[config.mk]
export PLATFORM = sky130hd
export DESIGN_NAME = l2_tag_ctrl
export DESIGN_NICKNAME = d
export VERILOG_FILES = /design/src/rtl/l2_tag_ctrl.sv
export SDC_FILE = /design/constraint.sdc
export NUM_CORES = 1
export LEC_CHECK = 0
export ABC_AREA = 1
export BUFFER_PORTS_ARGS = -buffer_cell sky130_fd_sc_hd__buf_4
export CAP_MARGIN = 15
export CORE_ASPECT_RATIO = 1.2
export CORE_MARGIN = 10
export CORE_UTILIZATION = 26
export DETAILED_ROUTE_END_ITERATION = 6
export HOLD_SLACK_MARGIN = 0.05
export PLACE_DENSITY = 0.65
export SYNTH_ARGS = -nofsm -noshare
export SYNTH_HDL_FRONTEND = slang
export SYNTH_SLANG_ARGS = --single-unit
[constraint.sdc]
create_clock -name clk -period 1 [get_ports clk]
set_input_delay 0.1 -clock clk [delete_from_list [all_inputs] [get_ports clk]]
set_output_delay 0.1 -clock clk [all_outputs]
set_load 0.005 [all_outputs]
[src/rtl/l2_tag_ctrl.sv]
// l2_tag_ctrl: clears the 16x24 L2 tag SRAM after reset, then arbitrates its single port between lookups and updates
module l2_tag_ctrl #(
   parameter int ADDR_W   = 32,
   parameter int OFFSET_W = 6,
   parameter int SET_W    = 4,
   parameter int TAG_W    = ADDR_W - SET_W - OFFSET_W
) (
   input  logic               clk,
   input  logic               rst,
   input  logic               lkp_valid,
   output logic               lkp_ready,
   input  logic [ADDR_W-1:0]  lkp_addr,
   output logic               lkp_resp_valid,
   output logic               lkp_hit,
   output logic               lkp_dirty,
   output logic [TAG_W-1:0]   lkp_tag,
   input  logic               upd_valid,
   output logic               upd_ready,
   input  logic [SET_W-1:0]   upd_set,
   input  logic [TAG_W+1:0]   upd_word,
   output logic               init_done,
   output logic               tag_csb0,
   output logic               tag_web0,
   output logic [SET_W-1:0]   tag_addr0,
   output logic [TAG_W+1:0]   tag_din0,
   input  logic [TAG_W+1:0]   tag_dout0
);
   typedef enum logic {INIT, RUN} state_t;
   state_t           state_q;
   logic [SET_W-1:0] cnt_q;
   logic             prio_upd_q;
   logic             pend_q;
   logic [TAG_W-1:0] req_tag_q;
   logic             run, gnt_lkp, gnt_upd, unused_ok;
   logic [SET_W-1:0] lkp_set;
   logic [TAG_W-1:0] lkp_tg;
   assign lkp_set   = lkp_addr[OFFSET_W+SET_W-1:OFFSET_W];
   assign lkp_tg    = lkp_addr[ADDR_W-1:OFFSET_W+SET_W];
   assign unused_ok = ^lkp_addr[OFFSET_W-1:0];
   assign run       = state_q == RUN;
   assign init_done = run;
   // readies depend only on valids and prio, so a losing requester simply holds valid
   assign upd_ready = run & (~lkp_valid | prio_upd_q);
   assign lkp_ready = run & (~upd_valid | ~prio_upd_q);
   assign gnt_lkp   = lkp_valid & lkp_ready;
   assign gnt_upd   = upd_valid & upd_ready;
   always_comb begin
      tag_csb0  = ~(~run | gnt_lkp | gnt_upd);
      tag_web0  = ~(~run | gnt_upd);
      tag_addr0 = ~run ? cnt_q : gnt_upd ? upd_set : lkp_set;
      tag_din0  = gnt_upd ? upd_word : '0;
   end
   // read data arrives the cycle after the grant, compared against the captured tag
   assign lkp_resp_valid = pend_q;
   assign lkp_hit        = pend_q & tag_dout0[TAG_W+1] & (tag_dout0[TAG_W-1:0] == req_tag_q);
   assign lkp_dirty      = pend_q & tag_dout0[TAG_W];
   assign lkp_tag        = pend_q ? tag_dout0[TAG_W-1:0] : '0;
   always_ff @(posedge clk) begin
      if (rst) begin
         state_q    <= INIT;
         cnt_q      <= '0;
         prio_upd_q <= 1'b1;
         pend_q     <= 1'b0;
         req_tag_q  <= '0;
      end else begin
         if (!run) begin
            cnt_q <= cnt_q + 1'b1;
            if (cnt_q == '1) state_q <= RUN;
         end
         if (run && lkp_valid && upd_valid) prio_upd_q <= ~prio_upd_q;
         pend_q <= gnt_lkp;
         if (gnt_lkp) req_tag_q <= lkp_tg;
      end
   end
endmodule

## Word level (Yosys, flattened, before mapping)

Index checks and enable logic that the tools add are counted.

| word-level totals | value |
|---|---|
| bits in registers | 29 |
| input bits | 88 |
| output and inout port bits | 58 |
| logic and storage cells | 34 |

| cells by class | value |
|---|---|
| $add $sub $neg | 1 |
| eq/ne operators | 2 |
| muxes and demuxes | 6 |
| bitwise operators | 18 |
| reductions and logical operators | 2 |

Operators by type and width:

| kind | number |
|---|---|
| 24-bit two-way mux | 1 |
| 22-bit equality test | 1 |
| 22-bit two-way mux | 1 |
| 4-bit two-way mux | 2 |
| 1-bit bitwise AND | 7 |
| 1-bit NOT | 6 |
| 1-bit bitwise OR | 5 |
| 4-bit by 1-bit adder with 4-bit output (second input constant) | 1 |
| 4-bit equality test (second input constant) | 1 |
| 1-bit logical AND | 2 |
| 1-bit two-way mux | 2 |

## Logic depth before layout (Yosys ltp)

Gate-level depths: netlist of the first run.

| logic depth | value |
|---|---|
| depth after elaboration | 7 |
| depth in mapped cells | 8 |
| depth with buffers taken out | 8 |

## Worst setup path after synthesis of the first run

No wires, ideal clock.

| timing | value |
|---|---|
| kind | flip-flop to output port |
| from | register state_q (netlist: init_done) |
| to | output tag_din0[10] |
| arrival | 0.945 ns |
| data required time | 0.900 ns |
| setup slack | -0.045 ns |
| stages on the path, launching flop included | 6 |
| buffers on the path | 1 |
| path through | dfxtp_1 -> nand2_1 -> a21oi_2 -> inv_2 -> buf_6 -> nor2_1 |

| on the way | value |
|---|---|
| cells in the longest elaborated chain, start to end | 3 |

Ends and longest elaborated chain:

| item | RTL line | RTL |
|---|---|---|
| from (decl) | 29 | `state_t state_q;` |
| from (signal assigned) | 60 | `state_q <= INIT;` |
| from (signal assigned) | 68 | `if (cnt_q == '1) state_q <= RUN;` |
| 1-bit bitwise AND | 43 | `assign upd_ready = run & (~lkp_valid \| prio_upd_q);` |
| 1-bit bitwise AND | 46 | `assign gnt_upd = upd_valid & upd_ready;` |
| 24-bit two-way mux | 51 | `tag_din0 = gnt_upd ? upd_word : '0;` |
| to (decl) | 25 | `output logic [TAG_W+1:0] tag_din0,` |

No other way between the ends.

## Final worst setup path of the first run

| timing | value |
|---|---|
| from | register state_q (netlist: init_done) |
| to | output tag_din0[19] |

The elaborated chain is that of the path after synthesis.

==> impl_results.md, run 1 <==
* Status: complete, but fails checks
* Violated checks: negative setup slack
* Worst skew pair latency at 0.28 ns
* Relative max-transition margin at 81.06%
* Area Overhead vs Synth at 134.9%
* Layout cells sized above 1 at 62.04%
* Hold Crit Depth at 3
* Area leader, netlist: dfxtp_1
* # IOs at 146
* Synth unique cells at 20
* Final Max Slew Viols at 0
* Via count at 2,811
* Async SR Flop Fraction at 0%
* Drt pass-1 iters at 4
* Final Hold Vio Count at 0
* Post-route setup slack at -0.5406 ns
* Final setup violation count at 86
* Commonest cells in the netlist: 91 x inv_1, 85 x nand2_1, 60 x nor2_1
* Nets at 636
* Least-Margin Pin Slew at 0.2832 ns
* Switching Fraction at 27.94%
* Initial Util at 26.75%
* Initial antenna violation count at 0
* Worst Path Required at 0.90 ns
* Post-synth EDFFs at 0
* Register area share after synthesis at 29.84%
* N_diodes at 0
* Hold Path End: req_tag_q[19]
* FF-to-FF setup slack at -0.48 ns
* WL/cell at 14.84 µm
* Die height at 114.8 µm
* Syn nets at 441
* Unrepaired setup endpoints after global routing: true
* Sink Count at 29
* Slowest stage delay, CP at 0.38 ns
* CP most frequent cell: buf_6
* Min-delay worst type: in2reg
* Synth Area in Compound Gates at 15.50%
* Placed Area at 0.003269 mm²
* Post-Synthesis Cells at 352
* Fin crit share at 154.1%
* Pleak at 2.407 nW
* Clock power share at 34.8%
* CTS Buf Count at 5
* Die Wd at 98.97 µm
* Die ar. at 0.01136 mm²
* Mux contribution to synthesized area at 0%
* Crit end category: primary output
* Clock Skew at 0.005454 ns
* Global route overflow at 0
* Largest net degree at the start of global routing at 19
* Fillers at 609
* Initial DRC count at 69
* Ys Warns at 0
* DR vias/cell at 4.406
* CTS tree: built
* Top cell type's share of synthesized area at 29.84%
* DP HPWL at 6065 µm
* Gr usage total at 13.70%
* Startpoint Class: register
* Vias in the first global route at 2,674
* Design Area, Final at 0.004569 mm²
* Clock slew seen by the registers of the worst setup and hold paths at 0.07 ns
* Critical path class: reg2out
* H-tree levels at 2
* Critical-path cell list: nand2_4 -> a21oi_4 -> buf_6 -> inv_6 -> clkbuf_16 -> nor2_4 -> buf_6
* DRC Markers at 0
* Post-Syn Area at 0.001946 mm²
* PortBufs at 139
* Top-count cell post-synth: inv_1
* Critical-path top delay cell: dfxtp_4
* R2r endpoint: req_tag_q[21]
* Max FO, Critical Path at 5
* Register bit total from synthesis at 29
* XOR/XNOR Fraction of Synth Area at 0.4502%
* Site row count at 34
* Pwr Total at 0.002742 W
* Routed WL at 9470 µm
* Post-Syn Area per Cell at 5.527 µm²
* Tmin final at 1.541 ns
* Int Pwr at 0.001976 W
* First-pass GRT wire length at 12,850 µm
* Crit path DAT at 1.44 ns
* Pwr Density at 600.0 mW/mm²
* Worst IR Drop VDD at 0.4553 mV
* Final GP Congestion at 0.7815
* Switch Pwr at 0.0007660 W
* Root Driver: clkbuf_8
* Max_cap viols at 0
* Fmax at 0.6491 GHz
* Sequential power share at 43.0%
* Synth Flop Type: dfxtp_1
* Antenna-violating nets left at 0
* Gate power share at 22.2%
* Worst r2r path cells at 11
* Synth Area in Adders at 0.6431%
* Synth Area in Simple Gates at 31.25%
* Hold Startpoint: lkp_addr[29]
* FF-to-FF Start: init_done
* Largest family of logic cells by synthesized area: simple AND/OR/NAND/NOR gates
* Core footprint at 0.007274 mm²
* Buffer depth of the longest clock path at 2
* Ranking of synthesized cells by area: dfxtp_1 30%, inv_1 18%, nand2_1 16%, nor2_1 12%, o21ai_0 8.5%
state kept, by name, summed over array words and instances (netlist names):
| name | count |
|---|---|
| cnt_q | 4 |
| init_done | 1 |
| lkp_resp_valid | 1 |
| prio_upd_q | 1 |
| req_tag_q | 22 |
layout by cell type (no fill, tap or decap), types with 5 or more instances in the layout:
master and count:
dfxtp_2 14, buf_6 41, inv_2 10, nor2_1 27, a21oi_2 19, nand2_2 21, inv_1 80, clkbuf_8 5
buf_16 5, o21ai_2 20, nor2_4 24, nor2_2 9, dfxtp_1 14, buf_4 133, buf_12 7, o21ai_0 6
nand2_1 61
timing repair:
action                                 CTS  global route
resized for setup                       94           172
setup endpoints to repair               80            87
endpoints found under the hold margin    7             0
setup buffers                           11             9
pin swaps                               15            33
hold buffers                             4             0
cloned                                   7             6
cell families after synthesis:
kind of cell / Yosys count
flops: 29
buf+inv: 106
compound gates: 59
xor+xnor: 1
fa+ha+maj: 1
simple gates: 156
worst max-delay path: cells and delay by family (launching register included):
family,cells,cell delay (ns)
compound gates,1,0.19
flops,1,0.38
simple gates,2,0.15
buf+inv,4,0.45
how the worst max path moves through the flow:
stage	from	to	slack, ns
final	init_done	tag_din0[19]	-0.54
after global routing	req_tag_q[16]	lkp_hit	-0.61
after CTS	init_done	tag_addr0[2]	-0.41
after detailed placement	prio_upd_q	tag_din0[19]	-0.15
after global placement	prio_upd_q	tag_addr0[2]	-0.12
after floorplan	init_done	tag_din0[10]	0.003
power groups by stage:
stage / logic (W) / clock network (W) / registers (W)
2_1_floorplan: 0.000131 / 0 / 0.00120
3_3_place_gp: 0.000450 / 0 / 0.00120
3_5_place_dp: 0.000457 / 0 / 0.00120
4_1_cts: 0.000519 / 0.000980 / 0.00118
5_1_grt: 0.000664 / 0.00103 / 0.00118
6_report: 0.000609 / 0.000955 / 0.00118
cell type report:
cell class | instances | area (µm²) | area share [%]
Timing Repair Buffer | 198 | 1938 | 42.42
Multi-Input combinational cell | 217 | 1443 | 31.57
Sequential cell | 29 | 601.8 | 13.17
Inverter | 95 | 379.1 | 8.297
Tap cell | 90 | 112.6 | 2.464
Clock buffer | 5 | 68.82 | 1.506
Clock inverter | 3 | 17.52 | 0.3834
Timing Repair inverter | 1 | 8.758 | 0.1917
stage by stage:
stage	hold WS (ns)	utilization, %	setup WS [ns]	instances	setup TNS, ns
after global routing	0.06169	62.81	-0.6086	638	-35.71
after global placement	0.3137	44.94	-0.1192	597	-4.289
after CTS	0.05103	53.56	-0.4139	627	-23.80
after floorplan	0.1617	-	0.002539	352	0
after detailed placement	0.3076	44.94	-0.1462	597	-5.745
final	0.05357	62.81	-0.5406	638	-31.45
per-layer routing:
metal	vias to the layer above	global-route usage, %	wire (µm)
met5	-	0	0
met4	0	3.445	284
met3	21	4.322	599
met2	79	25.96	5245
met1	1287	14.18	3342
li1	1424	-	-
(Power assumes the default switching activity.)
==> run 2, diff against run 1 <==
- CORE_UTILIZATION: 26 -> 37
- PLACE_DENSITY: 0.65 -> 0.81
==> run 2 against run 1 <==
Against the previous run: the flow still finishes with violations (negative setup slack); fmax shrank 11%; register-to-register slack gained 0.28 ns; sequential power is essentially flat; worst hold slack gained 0.0079 ns; clock power grew 7%; total power grew 2.7%; setup slack lost 0.20 ns; critical endpoint is now lkp_hit; highest routed layer unchanged.
==> impl_results.md, run 2 (synthesis gave the netlist of run 1 again) <==
* N_diodes at 0
* Die ar. at 0.008571 mm²
* Layout cells sized above 1 at 59.70%
* Crit path DAT at 1.64 ns
* Status: complete, but fails checks
* Buffer depth of the longest clock path at 2
* PortBufs at 139
* Commonest non-fill, non-tap cells in the layout: 135 x buf_4, 62 x inv_1, 56 x nand2_1
* Max_cap viols at 0
* Final Hold Vio Count at 0
* DR vias/cell at 5.069
* Hold Crit Depth at 3
* Area Overhead vs Synth at 116.8%
* Final Max Slew Viols at 0
* WHS at 0.06149 ns
* Fmax at 0.5753 GHz
* Multi-input gate area at 0.001351 mm²
* Core footprint at 0.005010 mm²
* CP most frequent cell: nand2_1
* Relative max-transition margin at 84.39%
* Fillers at 281
* Least-Margin Pin Slew at 0.2317 ns
* Unrepaired setup endpoints after global routing: true
* Worst r2r path cells at 7
* Critical-path top delay cell: dfxtp_1
* Buf/Inv on CP at 2
* First-pass GRT wire length at 12,280 µm
* Tmin final at 1.738 ns
* Placed Area at 0.003232 mm²
* Pleak at 2.385 nW
* Max FO, Critical Path at 2
* Final setup violation count at 81
* Global route overflow at 0
* Gr usage total at 17.58%
* DP HPWL at 6253 µm
* Drt pass-1 iters at 6
* Design Area, Final at 0.004218 mm²
* WL/cell at 18.69 µm
* Largest net degree at the start of global routing at 25
* Min-delay worst type: in2reg
* Root Driver: clkbuf_8
* Final GP Congestion at 0.8107
* Die Wd at 86.20 µm
* Worst Path Required at 0.90 ns
* Die height at 99.44 µm
* CTS tree: built
* Worst slack, placed at -0.1678 ns
* Site row count at 28
* Via count at 3,021
* DRC Markers at 0
* Worst skew pair latency at 0.30 ns
* Startpoint Class: register
* H-tree levels at 2
* Initial Util at 38.84%
* Commonest non-fill, non-tap cell in the layout: buf_4
* Sink Count at 29
* Slowest stage delay, CP at 0.35 ns
* Vias in the first global route at 2,603
* Clock slew seen by the registers of the worst setup and hold paths at 0.08 ns
* Pwr Total at 0.002814 W
* Critical-path cell list: inv_1 -> nand2_1 -> nand2_1 -> nor2_1 -> nand2_1 -> nor2_1 -> nand2_1 -> nor2_1 -> buf_4
* Initial antenna violation count at 0
* # IOs at 146
* Top flop regs: req_tag_q x22, cnt_q x4
* Worst IR Drop VDD at 0.6547 mV
* Stages on worst setup path at 9
* Pwr Density at 667.3 mW/mm²
* Max FFs per register at 22
* Crit end category: primary output
* Violated checks: negative setup slack
* Post-route setup slack at -0.7381 ns
* Fin crit share at 173.8%
* Critical path class: reg2out
* Antenna-violating nets left at 0
* CTS Buf Count at 5
* Nets at 625
* Clock Skew at 0.01567 ns
* Reg with most FFs: req_tag_q
* Final Util at 84.19%
* Reg area at 603.1 µm²
* Routed WL at 11,140 µm
* CP top delay family: simple AND/OR/NAND/NOR gates
* Initial DRC count at 231
[run 2: cell count changes in the layout (fill, tap and decap cells not counted), sizes merged]
| cell | delta |
|---|---|
| clkbuf | +3 |
| clkinvlp | -1 |
| buf | -12 |
| dlygate4sd3 | +1 |
| clkinv | -3 |
[run 2: final timing paths]
path,startpoint,to,slack (ns)
worst max-delay path,req_tag_q[5],lkp_hit,-0.74
worst max register to register,init_done,req_tag_q[9],-0.20
worst min-delay path,lkp_addr[20],req_tag_q[10],0.06
worst min register to register,req_tag_q[4],req_tag_q[4],0.46
[run 2: routing by layer]
metal / share of wire, % / GRT usage [%] / routed length, µm
met3: 6.6 / 4.490 / 734
met2: 55 / 35.47 / 6163
met1: 32 / 16.39 / 3564
met5: 0 / 0 / 0
met4: 6.1 / 5.368 / 680
[run 2: per-stage QoR]
stage,cells,TNS (ns)
after floorplan,352,0
after global placement,567,-4.163
after detailed placement,567,-6.045
after CTS,585,-17.67
after global routing,596,-27.21
final,596,-23.70
[run 2: timing repair]
item,in CTS,in global routing
hold buffers,5,0
setup buffers,6,5
pin swaps,7,33
endpoints found under the setup margin,81,86
hold endpoints to repair,8,0
gates resized for setup,83,147
gates cloned,0,7
[run 2: area by class of cell]
cell class	count	share of cell area, %
Timing Repair Buffer	188	40.97
Clock buffer	7	2.047
Multi-Input combinational cell	217	32.04
Tap cell	60	1.780
Inverter	95	8.870
Sequential cell	29	14.30
[run 2: report_power, final]
| part | internal (W) | switching, W |
|---|---|---|
| combinational | 0.000328 | 0.000289 |
| clock | 0.000546 | 0.000476 |
| sequential | 0.00116 | 0.0000143 |
| total | 0.00204 | 0.000779 |
[run 2: worst register-to-register path: stages (launching register included)]
cell	delay, ns
dfxtp_4	0.37
nand2_2	0.06
inv_2	0.08
nand2_4	0.08
buf_12	0.15
buf_8	0.14
o21ai_2	0.15
a21oi_1	0.05
